==> src/rtl/exec_seq_ctrl_pkg.sv <==
// Shared constants for the execute-stage sequencer.
// Holds the op-class codes, the opcode/funct codes, the one-hot unit
// encodings and the sequencer state type.
package exec_seq_ctrl_pkg;

    // op_type classes
    localparam logic [1:0] OP_ITYPE = 2'b00;
    localparam logic [1:0] OP_RTYPE = 2'b01;
    localparam logic [1:0] OP_FPU   = 2'b10;

    // I-type opcodes
    localparam logic [5:0] OP_ADDI  = 6'h08;

    // R-type funct codes
    localparam logic [5:0] FUNC_ADD  = 6'h20;
    localparam logic [5:0] FUNC_MULT = 6'h18;
    localparam logic [5:0] FUNC_DIV  = 6'h1A;

    // FPU funct codes
    localparam logic [5:0] FPU_ADD  = 6'h00;
    localparam logic [5:0] FPU_SUB  = 6'h01;
    localparam logic [5:0] FPU_MUL  = 6'h02;
    localparam logic [5:0] FPU_INV  = 6'h03;
    localparam logic [5:0] FPU_SQRT = 6'h04;

    // One-hot unit select {SQRT,INV,FMUL,FADD,DIV,MUL}
    localparam logic [5:0] UNIT_NONE = 6'b000000;
    localparam logic [5:0] UNIT_MUL  = 6'b000001;
    localparam logic [5:0] UNIT_DIV  = 6'b000010;
    localparam logic [5:0] UNIT_FADD = 6'b000100;
    localparam logic [5:0] UNIT_FMUL = 6'b001000;
    localparam logic [5:0] UNIT_INV  = 6'b010000;
    localparam logic [5:0] UNIT_SQRT = 6'b100000;

    typedef enum logic {SEQ_IDLE, SEQ_BUSY} seq_state_t;

endpackage

==> src/rtl/exec_seq_ctrl_decode.sv <==
// Combinational decode of an issued instruction into its multi-cycle unit.
// Ports:
//   op_type, instr : instruction class and opcode/funct
//   unit_o         : one-hot unit, zero for single-cycle instructions
//   lat_o          : total latency of that unit (accept cycle included)
//   multi_o        : instruction needs the sequencer
module exec_seq_ctrl_decode
    import exec_seq_ctrl_pkg::*;
#(
    parameter int MUL_LAT   = 3,
    parameter int DIV_LAT   = 36,
    parameter int FADD_LAT  = 2,
    parameter int FMUL_LAT  = 2,
    parameter int FINV_LAT  = 4,
    parameter int FSQRT_LAT = 4,
    parameter int CNT_W     = 6
) (
    input  logic [1:0]       op_type,
    input  logic [5:0]       instr,
    output logic [5:0]       unit_o,
    output logic [CNT_W-1:0] lat_o,
    output logic             multi_o
);

    logic [5:0]       unit_raw;
    logic [CNT_W-1:0] lat_raw;

    always_comb begin
        unit_raw = UNIT_NONE;
        lat_raw  = '0;
        if (op_type == OP_RTYPE) begin
            case (instr)
                FUNC_MULT: begin unit_raw = UNIT_MUL; lat_raw = CNT_W'(MUL_LAT); end
                FUNC_DIV:  begin unit_raw = UNIT_DIV; lat_raw = CNT_W'(DIV_LAT); end
                default:   ;
            endcase
        end else if (op_type == OP_FPU) begin
            case (instr)
                FPU_ADD, FPU_SUB: begin unit_raw = UNIT_FADD; lat_raw = CNT_W'(FADD_LAT);  end
                FPU_MUL:          begin unit_raw = UNIT_FMUL; lat_raw = CNT_W'(FMUL_LAT);  end
                FPU_INV:          begin unit_raw = UNIT_INV;  lat_raw = CNT_W'(FINV_LAT);  end
                FPU_SQRT:         begin unit_raw = UNIT_SQRT; lat_raw = CNT_W'(FSQRT_LAT); end
                default:          ;
            endcase
        end
    end

    // A unit configured with latency 1 finishes in the issue cycle, so it is
    // treated exactly like any other single-cycle instruction.
    assign multi_o = (unit_raw != UNIT_NONE) && (lat_raw > CNT_W'(1));
    assign unit_o  = multi_o ? unit_raw : UNIT_NONE;
    assign lat_o   = lat_raw;

endmodule

==> src/rtl/exec_seq_ctrl.sv <==
// Issue-side sequencer for the execute stage's multi-cycle units.
// Stalls the pipeline for the unit latency, then pulses result_valid.
// Ports:
//   clk, rstn      : clock, synchronous active-low reset
//   start, hazard  : issue pulse and issue-blocked qualifier
//   op_type, instr : instruction being issued
//   stall          : hold upstream pipeline (combinational)
//   result_valid   : one-cycle pulse after the stall window
//   unit           : one-hot active unit, zero when idle
//   proto_err      : sticky, start seen while busy
//   stall_cnt      : saturating count of stalled cycles
module exec_seq_ctrl
    import exec_seq_ctrl_pkg::*;
#(
    parameter int MUL_LAT   = 3,
    parameter int DIV_LAT   = 36,
    parameter int FADD_LAT  = 2,
    parameter int FMUL_LAT  = 2,
    parameter int FINV_LAT  = 4,
    parameter int FSQRT_LAT = 4,
    parameter int CNT_W     = 6
) (
    input  logic        clk,
    input  logic        rstn,
    input  logic        start,
    input  logic        hazard,
    input  logic [1:0]  op_type,
    input  logic [5:0]  instr,
    output logic        stall,
    output logic        result_valid,
    output logic [5:0]  unit,
    output logic        proto_err,
    output logic [31:0] stall_cnt
);

    seq_state_t       state_q, state_d;
    logic [CNT_W-1:0] cnt_q, cnt_d;
    logic [5:0]       unit_q, unit_d;
    logic             rv_q, rv_d;
    logic             perr_q, perr_d;
    logic [31:0]      scnt_q, scnt_d;

    logic [5:0]       dec_unit;
    logic [CNT_W-1:0] dec_lat;
    logic             dec_multi;
    logic             accept;

    exec_seq_ctrl_decode #(
        .MUL_LAT(MUL_LAT), .DIV_LAT(DIV_LAT), .FADD_LAT(FADD_LAT),
        .FMUL_LAT(FMUL_LAT), .FINV_LAT(FINV_LAT), .FSQRT_LAT(FSQRT_LAT),
        .CNT_W(CNT_W)
    ) u_dec (
        .op_type(op_type),
        .instr  (instr),
        .unit_o (dec_unit),
        .lat_o  (dec_lat),
        .multi_o(dec_multi)
    );

    assign accept = start && !hazard && (state_q == SEQ_IDLE) && dec_multi;
    assign stall  = accept || (state_q == SEQ_BUSY);

    always_comb begin
        state_d = state_q;
        cnt_d   = cnt_q;
        unit_d  = unit_q;
        rv_d    = 1'b0;
        perr_d  = perr_q;
        scnt_d  = scnt_q;
        case (state_q)
            SEQ_IDLE: begin
                if (accept) begin
                    // The accept cycle is the first stalled cycle.
                    cnt_d   = dec_lat - CNT_W'(1);
                    unit_d  = dec_unit;
                    state_d = SEQ_BUSY;
                end
            end
            SEQ_BUSY: begin
                if (start && !hazard) perr_d = 1'b1;
                if (cnt_q > CNT_W'(1)) begin
                    cnt_d = cnt_q - CNT_W'(1);
                end else begin
                    cnt_d   = '0;
                    state_d = SEQ_IDLE;
                    unit_d  = UNIT_NONE;
                    rv_d    = 1'b1;
                end
            end
            default: state_d = SEQ_IDLE;
        endcase
        if (stall && (scnt_q != 32'hFFFF_FFFF)) scnt_d = scnt_q + 32'd1;
    end

    always_ff @(posedge clk) begin
        if (!rstn) begin
            state_q <= SEQ_IDLE;
            cnt_q   <= '0;
            unit_q  <= UNIT_NONE;
            rv_q    <= 1'b0;
            perr_q  <= 1'b0;
            scnt_q  <= '0;
        end else begin
            state_q <= state_d;
            cnt_q   <= cnt_d;
            unit_q  <= unit_d;
            rv_q    <= rv_d;
            perr_q  <= perr_d;
            scnt_q  <= scnt_d;
        end
    end

    assign result_valid = rv_q;
    assign unit         = unit_q;
    assign proto_err    = perr_q;
    assign stall_cnt    = scnt_q;

endmodule
==> config.mk <==
export PLATFORM = sky130hd
export DESIGN_NAME = exec_seq_ctrl
export DESIGN_NICKNAME = d
export VERILOG_FILES = /design/src/rtl/exec_seq_ctrl_pkg.sv /design/src/rtl/exec_seq_ctrl_decode.sv /design/src/rtl/exec_seq_ctrl.sv
export SDC_FILE = /design/constraint.sdc
export NUM_CORES = 1
export LEC_CHECK = 0
export BUFFER_PORTS_ARGS = -buffer_cell sky130_fd_sc_hd__clkbuf_2
export CAP_MARGIN = 30
export CORE_MARGIN = 10
export CORE_UTILIZATION = 40
export CTS_BUF_LIST = sky130_fd_sc_hd__clkbuf_8
export CTS_CLUSTER_SIZE = 25
export DETAILED_ROUTE_END_ITERATION = 10
export PLACE_DENSITY = 0.67
export RECOVER_POWER = 50
export SLEW_MARGIN = 20
export SYNTH_ARGS = -nofsm -noshare
export SYNTH_HDL_FRONTEND = slang
export SYNTH_SLANG_ARGS = --single-unit
==> constraint.sdc <==
create_clock -name clk -period 2.7 [get_ports clk]
set_clock_uncertainty 0.1 [all_clocks]
set_input_delay 0.135 -clock clk [delete_from_list [all_inputs] [get_ports clk]]
set_output_delay 0.135 -clock clk [all_outputs]
set_load 0.1 [all_outputs]
======== Word level (Yosys, flattened, before mapping) ========
Index checks and enable logic that the tools add are counted.
cells by class
  add/sub/neg operators ................... 3
  magnitude comparators ................... 2
  equal/unequal tests ..................... 11
  multiplexer cells ....................... 19
  bitwise logic cells ..................... 1
  reductions and logical operators ........ 15
operators with widths
  operator                 number
  $mux W6                  9
  $pmux W6 S2              3
  $add A32 B1 Y32 const B  1
  $ne A32 B32 Y1 const B   1
  $pmux W6 S4              1
  $eq A6 B2 Y1 const B     2
  $eq A6 B5 Y1 const B     2
  $gt A6 B1 Y1 const B     2
  $sub A6 B1 Y6 const B    2
  $eq A6 B1 Y1 const B     1
  $eq A6 B3 Y1 const B     1
  $logic_not A6 Y1         1
  $pmux W3 S2              1
  $reduce_and A2 Y1        3
  $reduce_bool A6 Y1       1
  $logic_and A1 B1 Y1      5
  $ne A2 B2 Y1 const B     2
  $pmux W2 S2              1
  $reduce_or A2 Y1         2
  $mux W1                  3
  $reduce_or A3 Y1         1
  $eq A2 B1 Y1 const B     1
  $eq A2 B2 Y1 const B     1
  $pmux W1 S2              1
  3 further kinds          3
storage, ports and cells
  register bits after elaboration ......... 47
  input bits .............................. 12
  word-level logic and storage cells ...... 57

======== Longest topological paths before layout ========
  depth after elaboration ................. 10
  depth in mapped cells ................... 16
  mapped depth without buffers ............ 14

======== Cells and area by module ========
From an unflattened synthesis, not the netlist that was laid out.
second synthesis, totals
  cell total of the unflattened synthesis .. 329
  area total of the unflattened synthesis .. 2661.3 um^2
by module, submodules not included
  module                instances  cells each  area an instance (um^2)  seq. area each (um^2)
  exec_seq_ctrl         1          302         2486.1                   940.9
  exec_seq_ctrl_decode  1          27          175.2                    0.0

======== Worst setup path after synthesis ========
Ideal clock, no wire load.
  path type ............................... input -> register
  start ................................... input instr[5]
  end ..................................... register cnt_q[4]
  setup time .............................. 0.128 ns
  data arrival time ....................... 2.775 ns
  setup slack ............................. -0.302 ns
  stages on the path ...................... 15
  path through ............................ and4bb_1 > and2_1 > a21oi_1 > nor2_1 > nor2_1 > ha_1 > nor2_1 > nand4b_1 > o211ai_2 > o31ai_2 > buf_2 > buf_4 > inv_1 > a32oi_1 > nor2_1
between the ends
  longest elaborated chain between the ends .. 9
RTL lines
  element                                                line                  source
  from (decl)                                            exec_seq_ctrl.sv:28   input logic [5:0] instr,
  branches (longest 9 deep; another with $sub A6 B1 Y6)  -
  to (signal assigned)                                   exec_seq_ctrl.sv:105  cnt_q <= cnt_d;
  to (decl)                                              exec_seq_ctrl.sv:37   logic [CNT_W-1:0] cnt_q, cnt_d;
Parallel ways; which one is timed is not known. The select of a mux whose other input is x is not followed.
A chain may end at the register's enable or synchronous reset.

======== Worst setup path in the final report ========
  start ................................... input instr[2]
  end ..................................... output stall
between the ends
  longest elaborated chain between the ends .. 9
RTL lines
  element                                                    line                        source
  $eq A6 B1 Y1 (tied with other cells)                       exec_seq_ctrl_decode.sv:38  case (instr)
  $reduce_or A3 Y1 (no source line) (tied with other cells)  -
  $pmux W3 S2 or $pmux W6 S4 (tied branches)                 exec_seq_ctrl_decode.sv:38
  $mux W6                                                    exec_seq_ctrl_decode.sv:37  end else if (op_type == OP_FPU) begin
  $mux W6                                                    exec_seq_ctrl_decode.sv:31  if (op_type == OP_RTYPE) begin
  $gt A6 B1 Y1 or $reduce_bool A6 Y1 (tied branches)         exec_seq_ctrl_decode.sv:50  assign multi_o = (unit_raw != UNIT_NONE) && (lat_raw > CNT_W'(1));
  $logic_and A1 B1 Y1 (*)                                    exec_seq_ctrl_decode.sv:50
  $logic_and A1 B1 Y1 (*)                                    exec_seq_ctrl.sv:60         assign accept = start && !hazard && (state_q == SEQ_IDLE) && dec_multi;
  $logic_or A1 B1 Y1 (*)                                     exec_seq_ctrl.sv:61         assign stall = accept || (state_q == SEQ_BUSY);
  to (decl)                                                  exec_seq_ctrl.sv:29         output logic stall,
Every way passes the cells marked *; elsewhere a longest branch is shown, timed or not.

==> reports/summary.log <==
qor: critical_path.path_max_fanout 6
qor: floorplan.top_level_ports 53
qor: power.p_per_area 374 nW/um^2
qor: timing.max_freq 0.390 GHz
qor: critical_path.critPathSlowestCell sky130_fd_sc_hd__o31ai_4
qor: final_layout.antenna-diode-count 0
qor: routing.detail_route.wl_per_cell 15.2 microns
qor: critical_path.cp_data_required_time 2.47 ns
qor: routing.vias_per_cell 5.43
qor: clocking.worst_skew_pair.late_latency 0.30 ns
qor: placed_design.place_worst_setup_slack -0.0911 ns
qor: clocking.tritoncts built
qor: critical_path.endpoint_kind output pin
qor: logic_synthesis.sequential_to_total_area_share_from_yosys_stat 37.2%
qor: routing.drt_drc_violations_left 0
qor: final_layout.syn_to_final_growth 25.1%
qor: floorplan.overall_die_height 99.5 microns
qor: floorplan.die_x 99.5 microns
qor: final_layout.nNetsFinal 394
qor: logic_synthesis.syn-num-nets 323
qor: power.leakage 1.11 nW
qor: logic_synthesis.netlist_instances 305
qor: timing.maxSlewViolCount 0
qor: logic_synthesis.synth.cell_area 2530 sq um
qor: timing.rsz_0062_raised_after_global_routing true
qor: power.peakVddDrop 0.314 mV
qor: final_layout.seq_area 958 sq um
qor: timing.relSlewSlack 20.8%
qor: clocking.tritoncts_buffers 5
qor: min_path.hp-class primary input to flop
qor: critical_path.path_class primary input to output pin
qor: final_layout.final.fill_count 595
qor: clocking.root_buffer sky130_fd_sc_hd__clkbuf_8
qor: critical_path.crit_chain clkbuf_2 -> and4bb_1 -> and2_4 -> a21oi_2 -> nor2_1 -> nor2_1 -> ha_2 -> nor2_2 -> nand4b_1 -> o211ai_4 -> o31ai_4 -> buf_6 -> clkinvlp_4 -> buf_12
qor: timing.final.period_utilization 95.1%
qor: logic_synthesis.post_synth_num_cell_types 50
qor: global_route.grt_start_max_net_pins 23
qor: timing.setup_violations 0
qor: logic_synthesis.synthesis.yosys.warnings 0
qor: routing.detail-route-antenna-nets 0
qor: placed_design.port-buffer-count 52
qor: critical_path.ff2ff_path_depth 8
qor: critical_path.critPathTopFamily simple AND/OR/NAND/NOR gates
qor: timing.fin_worst_hold_slack 0.0681 ns
qor: critical_path.cp.arrival 2.33 ns
qor: timing.finalHoldViolCount 0
qor: floorplan.core-area 6030 sq um
qor: logic_synthesis.syn_area_per_cell 8.28 sq um
qor: floorplan.row_count 28
qor: global_route.antenna_found_initial 0
qor: critical_path.cp.buffers_inverters 4
qor: final_layout.final_common_cell sky130_fd_sc_hd__clkbuf_1
qor: global_route.grt_overflow 0
qor: final_layout.footprint_of_the_multi_input_gates 1530 sq um
qor: timing.timing.setup.tns 0 ns
qor: final_layout.final_util 52.5%
qor: routing.vias 2454
qor: logic_synthesis.synth-edff-count 0
qor: floorplan.effective_utilization_at_floorplan 41.9%
qor: routing.drt_iter0_markers 131
qor: logic_synthesis.synth_flop_cell sky130_fd_sc_hd__dfxtp_1
qor: placed_design.hpwlAfterDp 5.07 mm
qor: run.maxCapViolCount 0
qor: placed_design.routabilityCongestion 0.913
qor: power.pwr_total 1.18 mW
qor: status.status completed
qor: critical_path.critical-path-top-cell-by-count sky130_fd_sc_hd__nor2_1
qor: global_route.grt_pass1_vias 2304
qor: min_path.hold_path_depth 3
qor: clocking.clock_tree_buffer_depth 2
qor: logic_synthesis.async_flop_share 0%
qor: timing.worst_slew_pin_slew 1.19 ns
qor: timing.finalCriticalPeriod 2.57 ns
qor: floorplan.floorplan.die_area 9890 sq um
qor: critical_path.crit_cells 14
qor: clocking.clk_transition_reported_paths 0.09 ns
qor: logic_synthesis.synth-seq-cells 47
qor: global_route.globalRouteTotalUtil 13.0%
qor: routing.totalWireLength 6.88 mm
qor: critical_path.startpoint_kind_of_the_worst_setup_timing_path primary input
qor: global_route.global_route_wire_length_before_repair 10.8 mm
qor: final_layout.final_cell_mix 41 x sky130_fd_sc_hd__clkbuf_1, 37 x sky130_fd_sc_hd__nor2_1, 33 x sky130_fd_sc_hd__dfxtp_1
qor: clocking.htree_levels 2
qor: timing.timing.final.ws_setup 0.133 ns
qor: final_layout.layout-drive-gt1-share 22.3%
qor: clocking.tritoncts_num_sinks 47
qor: routing.drt_pre_antenna_iters 4
qor: critical_path.max_stage_delay 0.33 ns
-- final timing paths --
path / startpoint / slack (ns) / endpoint
max: instr[2] / 0.13 / stall
min: instr[2] / 0.07 / unit[5]$_SDFFE_PN0P_
max reg2reg: stall_cnt[0]$_SDFFE_PN0P_ / 0.33 / stall_cnt[27]$_SDFFE_PN0P_
min reg2reg: unit[2]$_SDFFE_PN0P_ / 0.37 / unit[2]$_SDFFE_PN0P_
-- area by class of cell --
cell class                      count  share of cell area, %
Inverter                           11                   1.43
Clock inverter                      3                  0.594
Timing Repair Buffer               79                   14.0
Sequential cell                    47                   30.3
Tap cell                           75                   2.97
Clock buffer                        5                   2.18
Multi-Input combinational cell    232                   48.5
-- registers in the layout, summed over array words and instances, names as in the netlist --
signal        cells
result_valid      1
cnt_q             6
state_q           1
proto_err         1
unit              6
stall_cnt        32
-- stage by stage --
stage | cells | cell area, sq um
after floorplan | 305 | 2580
after global placement | 436 | 3030
after detailed placement | 436 | 3030
after CTS | 444 | 3110
after global routing | 452 | 3160
final | 452 | 3160
-- logic make-up (layout without fill, tap and decap cells) --
group	count (synthesis)	in the layout	share of synthesized area, %
AND/OR/NAND/NOR	155	155	33.9
buffers and inverters	26	98	4.26
flip-flops	47	47	37.2
XOR/XNOR	19	19	6.59
adder cells (fa/ha/maj)	6	6	2.97
multiplexers	6	6	2.43
AO/OA/AOI/OAI	46	46	12.6
-- worst register-to-register path: cells and delay by family, from the launching register on --
| family | cells | cell delay [ns] |
|---|---|---|
| compound gates | 3 | 0.72 |
| flops | 1 | 0.36 |
| simple gates | 3 | 0.73 |
| buf+inv | 1 | 0.19 |
| fa+ha+maj | 1 | 0.20 |
-- power breakdown --
part	switching, mW	internal, mW
Clock	0.245	0.183
Sequential	0.000513	0.693
Combinational	0.0390	0.0220
-- synthesized netlist by cell type (all sizes together), types with 3 or more instances --
cell    count  area (sq um)
nor4b       4          60.1
nor4        8          62.6
nand3      19          95.1
nand2      23          86.3
buf         6          32.5
xnor2      18           158
dfxtp      47           941
inv        11          41.3
or2         4          25.0
clkbuf      9          33.8
and3        9          56.3
ha          6          75.1
o21ai       9          45.0
a21oi      18          93.8
o21a        3          22.5
nor2       39           146
nor2b       3          18.8
and4        4          35.0
mux2i       5          50.1
nand4      10          62.6
nand2b      4          25.0
nor3        9          45.0
or3         8          50.1
nor3b       3          22.5
-- what timing repair did --
| item | CTS | global route |
|---|---|---|
| hold buffers | 0 | 0 |
| gates resized for setup | 0 | 8 |
| endpoints found under the hold margin | 0 | 0 |
| setup buffers | 0 | 8 |
| setup endpoints to repair | 0 | 3 |
-- per-layer routing --
metal,up-vias,GRT usage (%),wire length (microns)
li1,1230,-,-
met1,1163,16.0,3150
met2,51,21.5,3250
met3,10,3.39,388
met4,0,3.86,95
met5,-,0,0
Note: power is estimated with default switching activity, not from simulation.
